===== src/rtl/div_pkg.sv =====
// div_pkg: shared types and constants for the sequential divider (div_seq, div_step).
package div_pkg;

  // Default operand/result width and the matching iteration count.
  localparam int DIV_WIDTH     = 32;
  localparam int DIV_ITERS     = DIV_WIDTH;

  // Widest datapath this package's constants cover.
  localparam int DIV_MAX_WIDTH = 64;

  // Quotient returned on divide-by-zero (all ones, sliced to the datapath width).
  localparam logic [DIV_MAX_WIDTH-1:0] DIV_ZERO_Q = '1;

  typedef enum logic [2:0] {
    IDLE = 3'd0,
    PREP = 3'd1,
    ITER = 3'd2,
    FIX  = 3'd3,
    DONE = 3'd4
  } div_state_t;

  // Width of an iteration counter that must hold the value iters.
  function automatic int div_cnt_w(input int iters);
    return $clog2(iters + 1);
  endfunction

endpackage


===== src/rtl/div_step.sv =====
// div_step: one combinational restoring-division step.
// Shifts the next dividend bit out of the quotient register into the partial
// remainder, trial-subtracts the divisor magnitude, and either keeps the
// difference (quotient bit 1) or restores the shifted remainder (quotient bit 0).
// This is the only subtractor in the divider.
module div_step
  import div_pkg::*;
#(
  parameter int WIDTH = DIV_WIDTH
) (
  input  logic [WIDTH-1:0] rem,
  input  logic [WIDTH-1:0] quo,
  input  logic [WIDTH-1:0] dvs,
  output logic [WIDTH-1:0] rem_nx,
  output logic [WIDTH-1:0] quo_nx
);

  // The shifted remainder keeps R's top bit: with unsigned divisors above
  // 2^(WIDTH-1) the partial remainder can itself use the full width, so the
  // trial value needs WIDTH+1 bits and its difference needs a sign bit on top.
  logic [WIDTH:0]   shifted;
  logic [WIDTH+1:0] diff;
  logic             neg;
  logic             unused_step_bits;

  assign shifted = {rem, quo[WIDTH-1]};
  assign diff    = {1'b0, shifted} - {2'b00, dvs};
  assign neg     = diff[WIDTH+1];

  // A non-negative difference is below the divisor, so it fits in WIDTH bits;
  // a negative one means the shifted remainder was already below the divisor.
  assign rem_nx  = neg ? shifted[WIDTH-1:0] : diff[WIDTH-1:0];
  assign quo_nx  = {quo[WIDTH-2:0], ~neg};

  assign unused_step_bits = ^{diff[WIDTH], shifted[WIDTH]};

endmodule


===== src/rtl/div_seq.sv =====
// div_seq: multi-cycle restoring divider for MIPS DIV/DIVU (Quotient -> LO,
// Remainder -> HI). One subtract step per cycle over WIDTH iterations; the
// pipeline stalls on Busy.
// Build option: define DIV_SIGNED_EN to honour Signed (magnitude prep, sign
// fix-up, Overflow flag). Without it every operation is DIVU, FIX is a plain
// pass-through state and Overflow is tied low.
//
// state | meaning
// IDLE  | waiting for Start; results of last operation held
// PREP  | operands latched; take magnitudes, record signs, check B == 0
// ITER  | WIDTH restoring steps, one per cycle
// FIX   | apply result signs (signed build), stage results
// DONE  | Done pulse, results valid; Start ignored here
module div_seq
  import div_pkg::*;
#(
  parameter int WIDTH = DIV_WIDTH
) (
  input  logic             clk,
  input  logic             reset,
  input  logic             Start,
  input  logic             Signed,
  input  logic [WIDTH-1:0] A,
  input  logic [WIDTH-1:0] B,
  output logic             Busy,
  output logic             Done,
  output logic [WIDTH-1:0] Quotient,
  output logic [WIDTH-1:0] Remainder,
  output logic             DivZero,
  output logic             Overflow
);

  localparam int               ITERS   = DIV_ITERS + (WIDTH - DIV_WIDTH);
  localparam int               CNT_W   = div_cnt_w(ITERS);
  localparam logic [WIDTH-1:0] ZERO_Q  = DIV_ZERO_Q[WIDTH-1:0];
  localparam logic [WIDTH-1:0] ONE     = WIDTH'(1);
`ifdef DIV_SIGNED_EN
  localparam logic [WIDTH-1:0] MIN_NEG = {1'b1, {(WIDTH-1){1'b0}}};
`endif

  div_state_t       state;
  logic [CNT_W-1:0] cnt;
  logic [WIDTH-1:0] a_q;
  logic [WIDTH-1:0] b_q;
  logic [WIDTH-1:0] rem_q;
  logic [WIDTH-1:0] quo_q;
  logic [WIDTH-1:0] dvs_q;
  logic             qneg_q;
  logic             rneg_q;

  logic             a_neg;
  logic             b_neg;
  logic [WIDTH-1:0] a_mag;
  logic [WIDTH-1:0] b_mag;
  logic [WIDTH-1:0] rem_nx;
  logic [WIDTH-1:0] quo_nx;
  logic [WIDTH-1:0] quo_fix;
  logic [WIDTH-1:0] rem_fix;

`ifdef DIV_SIGNED_EN
  logic             sgn_q;
  logic             ovf_q;
  logic             ovf_det;

  assign a_neg   = sgn_q & a_q[WIDTH-1];
  assign b_neg   = sgn_q & b_q[WIDTH-1];
  // -2^(W-1) / -1 needs no special datapath: the magnitude of MIN_NEG is itself
  // and the natural result is Q = MIN_NEG, R = 0; only the flag is raised.
  assign ovf_det = sgn_q & (a_q == MIN_NEG) & (b_q == '1);
`else
  logic             unused_signed;

  assign a_neg         = 1'b0;
  assign b_neg         = 1'b0;
  assign unused_signed = Signed;
  assign Overflow      = 1'b0;
`endif

  assign a_mag   = a_neg ? (~a_q + ONE) : a_q;
  assign b_mag   = b_neg ? (~b_q + ONE) : b_q;

  // Quotient truncates toward zero; remainder follows the dividend's sign.
  assign quo_fix = qneg_q ? (~quo_q + ONE) : quo_q;
  assign rem_fix = rneg_q ? (~rem_q + ONE) : rem_q;

  div_step #(
    .WIDTH (WIDTH)
  ) u_step (
    .rem    (rem_q),
    .quo    (quo_q),
    .dvs    (dvs_q),
    .rem_nx (rem_nx),
    .quo_nx (quo_nx)
  );

  // Sequencer FSM with registered status and result outputs.
  always_ff @(posedge clk or posedge reset) begin
    if (reset) begin
      state     <= IDLE;
      cnt       <= '0;
      a_q       <= '0;
      b_q       <= '0;
      rem_q     <= '0;
      quo_q     <= '0;
      dvs_q     <= '0;
      qneg_q    <= 1'b0;
      rneg_q    <= 1'b0;
      Busy      <= 1'b0;
      Done      <= 1'b0;
      Quotient  <= '0;
      Remainder <= '0;
      DivZero   <= 1'b0;
`ifdef DIV_SIGNED_EN
      sgn_q     <= 1'b0;
      ovf_q     <= 1'b0;
      Overflow  <= 1'b0;
`endif
    end else begin
      case (state)
        IDLE: begin
          if (Start) begin
            a_q   <= A;
            b_q   <= B;
`ifdef DIV_SIGNED_EN
            sgn_q <= Signed;
`endif
            Busy  <= 1'b1;
            state <= PREP;
          end
        end

        PREP: begin
          if (b_q == '0) begin
            // Divide by zero bypasses the iterations entirely.
            Quotient  <= ZERO_Q;
            Remainder <= a_q;
            DivZero   <= 1'b1;
`ifdef DIV_SIGNED_EN
            Overflow  <= 1'b0;
`endif
            Busy      <= 1'b0;
            Done      <= 1'b1;
            state     <= DONE;
          end else begin
            rem_q  <= '0;
            quo_q  <= a_mag;
            dvs_q  <= b_mag;
            qneg_q <= a_neg ^ b_neg;
            rneg_q <= a_neg;
`ifdef DIV_SIGNED_EN
            ovf_q  <= ovf_det;
`endif
            cnt    <= CNT_W'(ITERS);
            state  <= ITER;
          end
        end

        ITER: begin
          rem_q <= rem_nx;
          quo_q <= quo_nx;
          cnt   <= cnt - CNT_W'(1);
          if (cnt == CNT_W'(1)) begin
            state <= FIX;
          end
        end

        FIX: begin
          Quotient  <= quo_fix;
          Remainder <= rem_fix;
          DivZero   <= 1'b0;
`ifdef DIV_SIGNED_EN
          Overflow  <= ovf_q;
`endif
          Busy      <= 1'b0;
          Done      <= 1'b1;
          state     <= DONE;
        end

        DONE: begin
          Done  <= 1'b0;
          state <= IDLE;
        end

        default: begin
          Busy  <= 1'b0;
          Done  <= 1'b0;
          state <= IDLE;
        end
      endcase
    end
  end

endmodule

===== config.mk =====
export PLATFORM = sky130hd
export DESIGN_NAME = div_seq
export DESIGN_NICKNAME = d
export VERILOG_FILES = /design/src/rtl/div_pkg.sv /design/src/rtl/div_step.sv /design/src/rtl/div_seq.sv
export SDC_FILE = /design/constraint.sdc
export NUM_CORES = 1
export LEC_CHECK = 0
export CORE_ASPECT_RATIO = 0.7
export CORE_MARGIN = 1.5
export CORE_UTILIZATION = 57
export CTS_CLUSTER_SIZE = 16
export DETAILED_ROUTE_END_ITERATION = 12
export PLACE_DENSITY = 0.81
export SETUP_SLACK_MARGIN = 0.2
export SLEW_MARGIN = 10
export SYNTH_ARGS = -nofsm -noshare
export SYNTH_HDL_FRONTEND = slang
export SYNTH_SLANG_ARGS = --single-unit

===== constraint.sdc =====
create_clock -name clk -period 9.05 [get_ports clk]
set_input_delay 1.81 -clock clk [delete_from_list [all_inputs] [get_ports clk]]
set_output_delay 1.81 -clock clk [all_outputs]
set_load 0.02 [all_outputs]

==> impl_metrics.toml <==
[layout]
regArea_mm2 = 0.00591
fin_util_pct = 69.4
diodes = 0
fin_nets = 1356
syn_to_final_growth_pct = 18.7
n_fill_cell = 1523
final_common_cell = "dfrtp_1"
fin_cells = 1538
drive_gt1_share_pct = 12.4
mostFrequentLayoutCells = "236 x dfrtp_1, 133 x clkdlybuf4s50_1, 132 x nand2_1"
multi_input_area_mm2 = 0.00532

[placement]
hpwl_um = 18900
io_buffers = 133
post-place-cells = 1498
gp_routability_congestion = 0.870

[power]
power.leakage_nw = 6.25
max-vdd-ir-drop_v = 0.000256
powerDensity_mw_per_mm2 = 407

[worst_setup_path]
crit_arrival_ns = 4.04
worstPathMaxFanout = 39
critical-path-top-delay-family = "buffers and inverters"
cp_slowest_cell = "and3_2"
cp.buffers_inverters = 2
worstSetupPathType = "primary input to register"
cp-end-kind = "register"
path_cells = "clkdlybuf4s50_1, and3_2, buf_4, mux2_2"
cp-start-kind = "primary input"
cp.required_ns = 9.45
critPathMaxStageDelay_ns = 0.66

[floorplanning]
core-area_mm2 = 0.0199
die_h_um = 123
die-width_um = 174
start_util_pct = 58.5
num_io_pins = 136
dieArea_mm2 = 0.0213
fp-row-count = 43

[outcome]
outcome = "completed"

[timing]
setup_violations = 0
rsz0062_at_grt = "no"
finalHoldViolations = 0
slew_viol_final = 0
fin_crit_sh_pct = 40.3
setup-tns-final_ns = 0
post-route-min-period_ns = 3.64
finClkSkew_ns = 0.0129
fmax_mhz = 275
worst_slew_pin_slew_ns = 1.17
relSlewSlack_pct = 21.8

[clocking]
htree_num_levels = 1
post_cts_buffers = 0
cts.clk_slew.worst_paths_ns = 0.06
cts_hold_buf = 0
clock_latency_ns = 0.52
clkSinkCount = 236
cts_tree = "yes"
clockBufferDepth = 3
cts_root_buffer = "clkbuf_16"
cts_resized = 0
numCtsBuffers = 23

[yosys]
async_flop_share_pct = 100
avgSynthCellArea_um2 = 10.1
syn_area_mm2 = 0.0116
synth-seq-cells = 236
synth-seq-area-share_pct = 50.7
syn_inst = 1153
synth_ff_type = "dfrtp_1"
ys_warn_count = 0
yosys.cell_types.count = 67
synth-edff-count = 0
synth_nets = 1256

[grt]
grt_pass1_vias = 9004
grt_max_degree = 117
track_usage_pct = 26.6
antenna_found_initial = 0
grt_overflow = 0
grt_pass1_wl_um = 45500

[detailed_routing]
drtIter0Drc = 686
drt-total-wl_um = 27800
via_count = 9120
dr.pass1.iters = 5
routed_via_density = 5.93
drtAntennaViolNets = 0
route.detailed.wl_per_inst_um = 18.1
drc = 0

[flow_run]
max_cap_viol_count = 0

[hold_path]
min_path_type = "register to register"
worst paths after layout:
path	end	slack, ns	start	depth (start not counted)
max in group asynchronous	Remainder[20]	5.77	reset	3
worst min-delay path	DivZero	0.49	DivZero	1
worst max register to register	rem_q[28]	5.59	dvs_q[0]	10
worst max-delay path	b_mag[31]	5.41	Start	4
min in group asynchronous	Quotient[10]	1.85	reset	2
worst min register to register	DivZero	0.49	DivZero	1
per-stage QoR:
step / worst slack [ns] / instance area, µm² / hold WS, ns / total power [W]
after global routing: 5.32 / 13800 / 0.510 / 0.00602
after floorplan: 0.765 / 11600 / 0.461 / 0.00384
final: 5.41 / 13800 / 0.491 / 0.00563
after global placement: 4.92 / 13100 / 0.477 / 0.00459
after detailed placement: 4.88 / 13100 / 0.479 / 0.00470
after CTS: 5.42 / 13800 / 0.493 / 0.00563
kinds of logic after synthesis:
group | count (synthesis) | share of synthesized area (%)
AND/OR/NAND/NOR | 347 | 13.0
AO/OA/AOI/OAI | 253 | 13.3
flip-flops | 236 | 50.7
multiplexers | 143 | 13.3
buffers and inverters | 113 | 3.93
adder cells (fa/ha/maj) | 35 | 3.82
XOR/XNOR | 25 | 1.88
other | 1 | 0.0322
per-layer routing:
metal	share of wire, %	track usage (%)	vias up
met5	0	0	-
met4	2.4	8.03	0
met3	6.4	4.00	49
met2	45	42.0	310
met1	46	38.4	4499
li1	-	-	4262
registers in the layout (all words and copies together) (netlist names):
signal,flops
Busy,1
DivZero,1
Done,1
Quotient,32
Remainder,32
a_mag,32
b_mag,32
cnt,6
dvs_q,32
quo_q,32
rem_q,32
state,3
power breakdown:
group	internal, W	switching [W]
Sequential	0.00157	0.000417
Clock	0.000500	0.000406
Combinational	0.00125	0.00149
Yosys cell counts, drive strengths merged (2+ instances only):
library cell	instances	share of area [%]
clkbuf	50	1.6
o21ai	78	3.4
mux2	97	9.4
a32oi	5	0.38
nor2	120	3.9
xnor2	14	1.1
and3	4	0.21
a31o	2	0.15
nor2b	6	0.32
and2	5	0.29
o211ai	8	0.52
a21oi	76	3.3
a31oi	38	2.2
o21bai	3	0.19
nor4	11	0.64
nor3	8	0.34
a21o	13	0.84
a311oi	3	0.28
and4	2	0.15
or3	7	0.38
xor2	11	0.83
nand4	11	0.64
dfrtp	236	51
inv	45	1.5
o21a	6	0.39
a211oi	2	0.13
nand2	135	4.4
ha	34	3.7
o31ai	3	0.24
mux2i	46	4.0
buf	18	0.87
nand3	32	1.4
o32ai	2	0.21
a22o	2	0.15
o2111ai	2	0.15
final cells by class:
cell class | count | share of cell area (%)
sequential | 236 | 42.7
inverter | 45 | 1.28
timing repair buffer | 143 | 10.2
clock buffer | 32 | 4.41
multi-input combinational | 804 | 38.5
tap | 270 | 2.44
clock inverter | 8 | 0.516
Note: power is estimated with default switching activity, not from simulation.
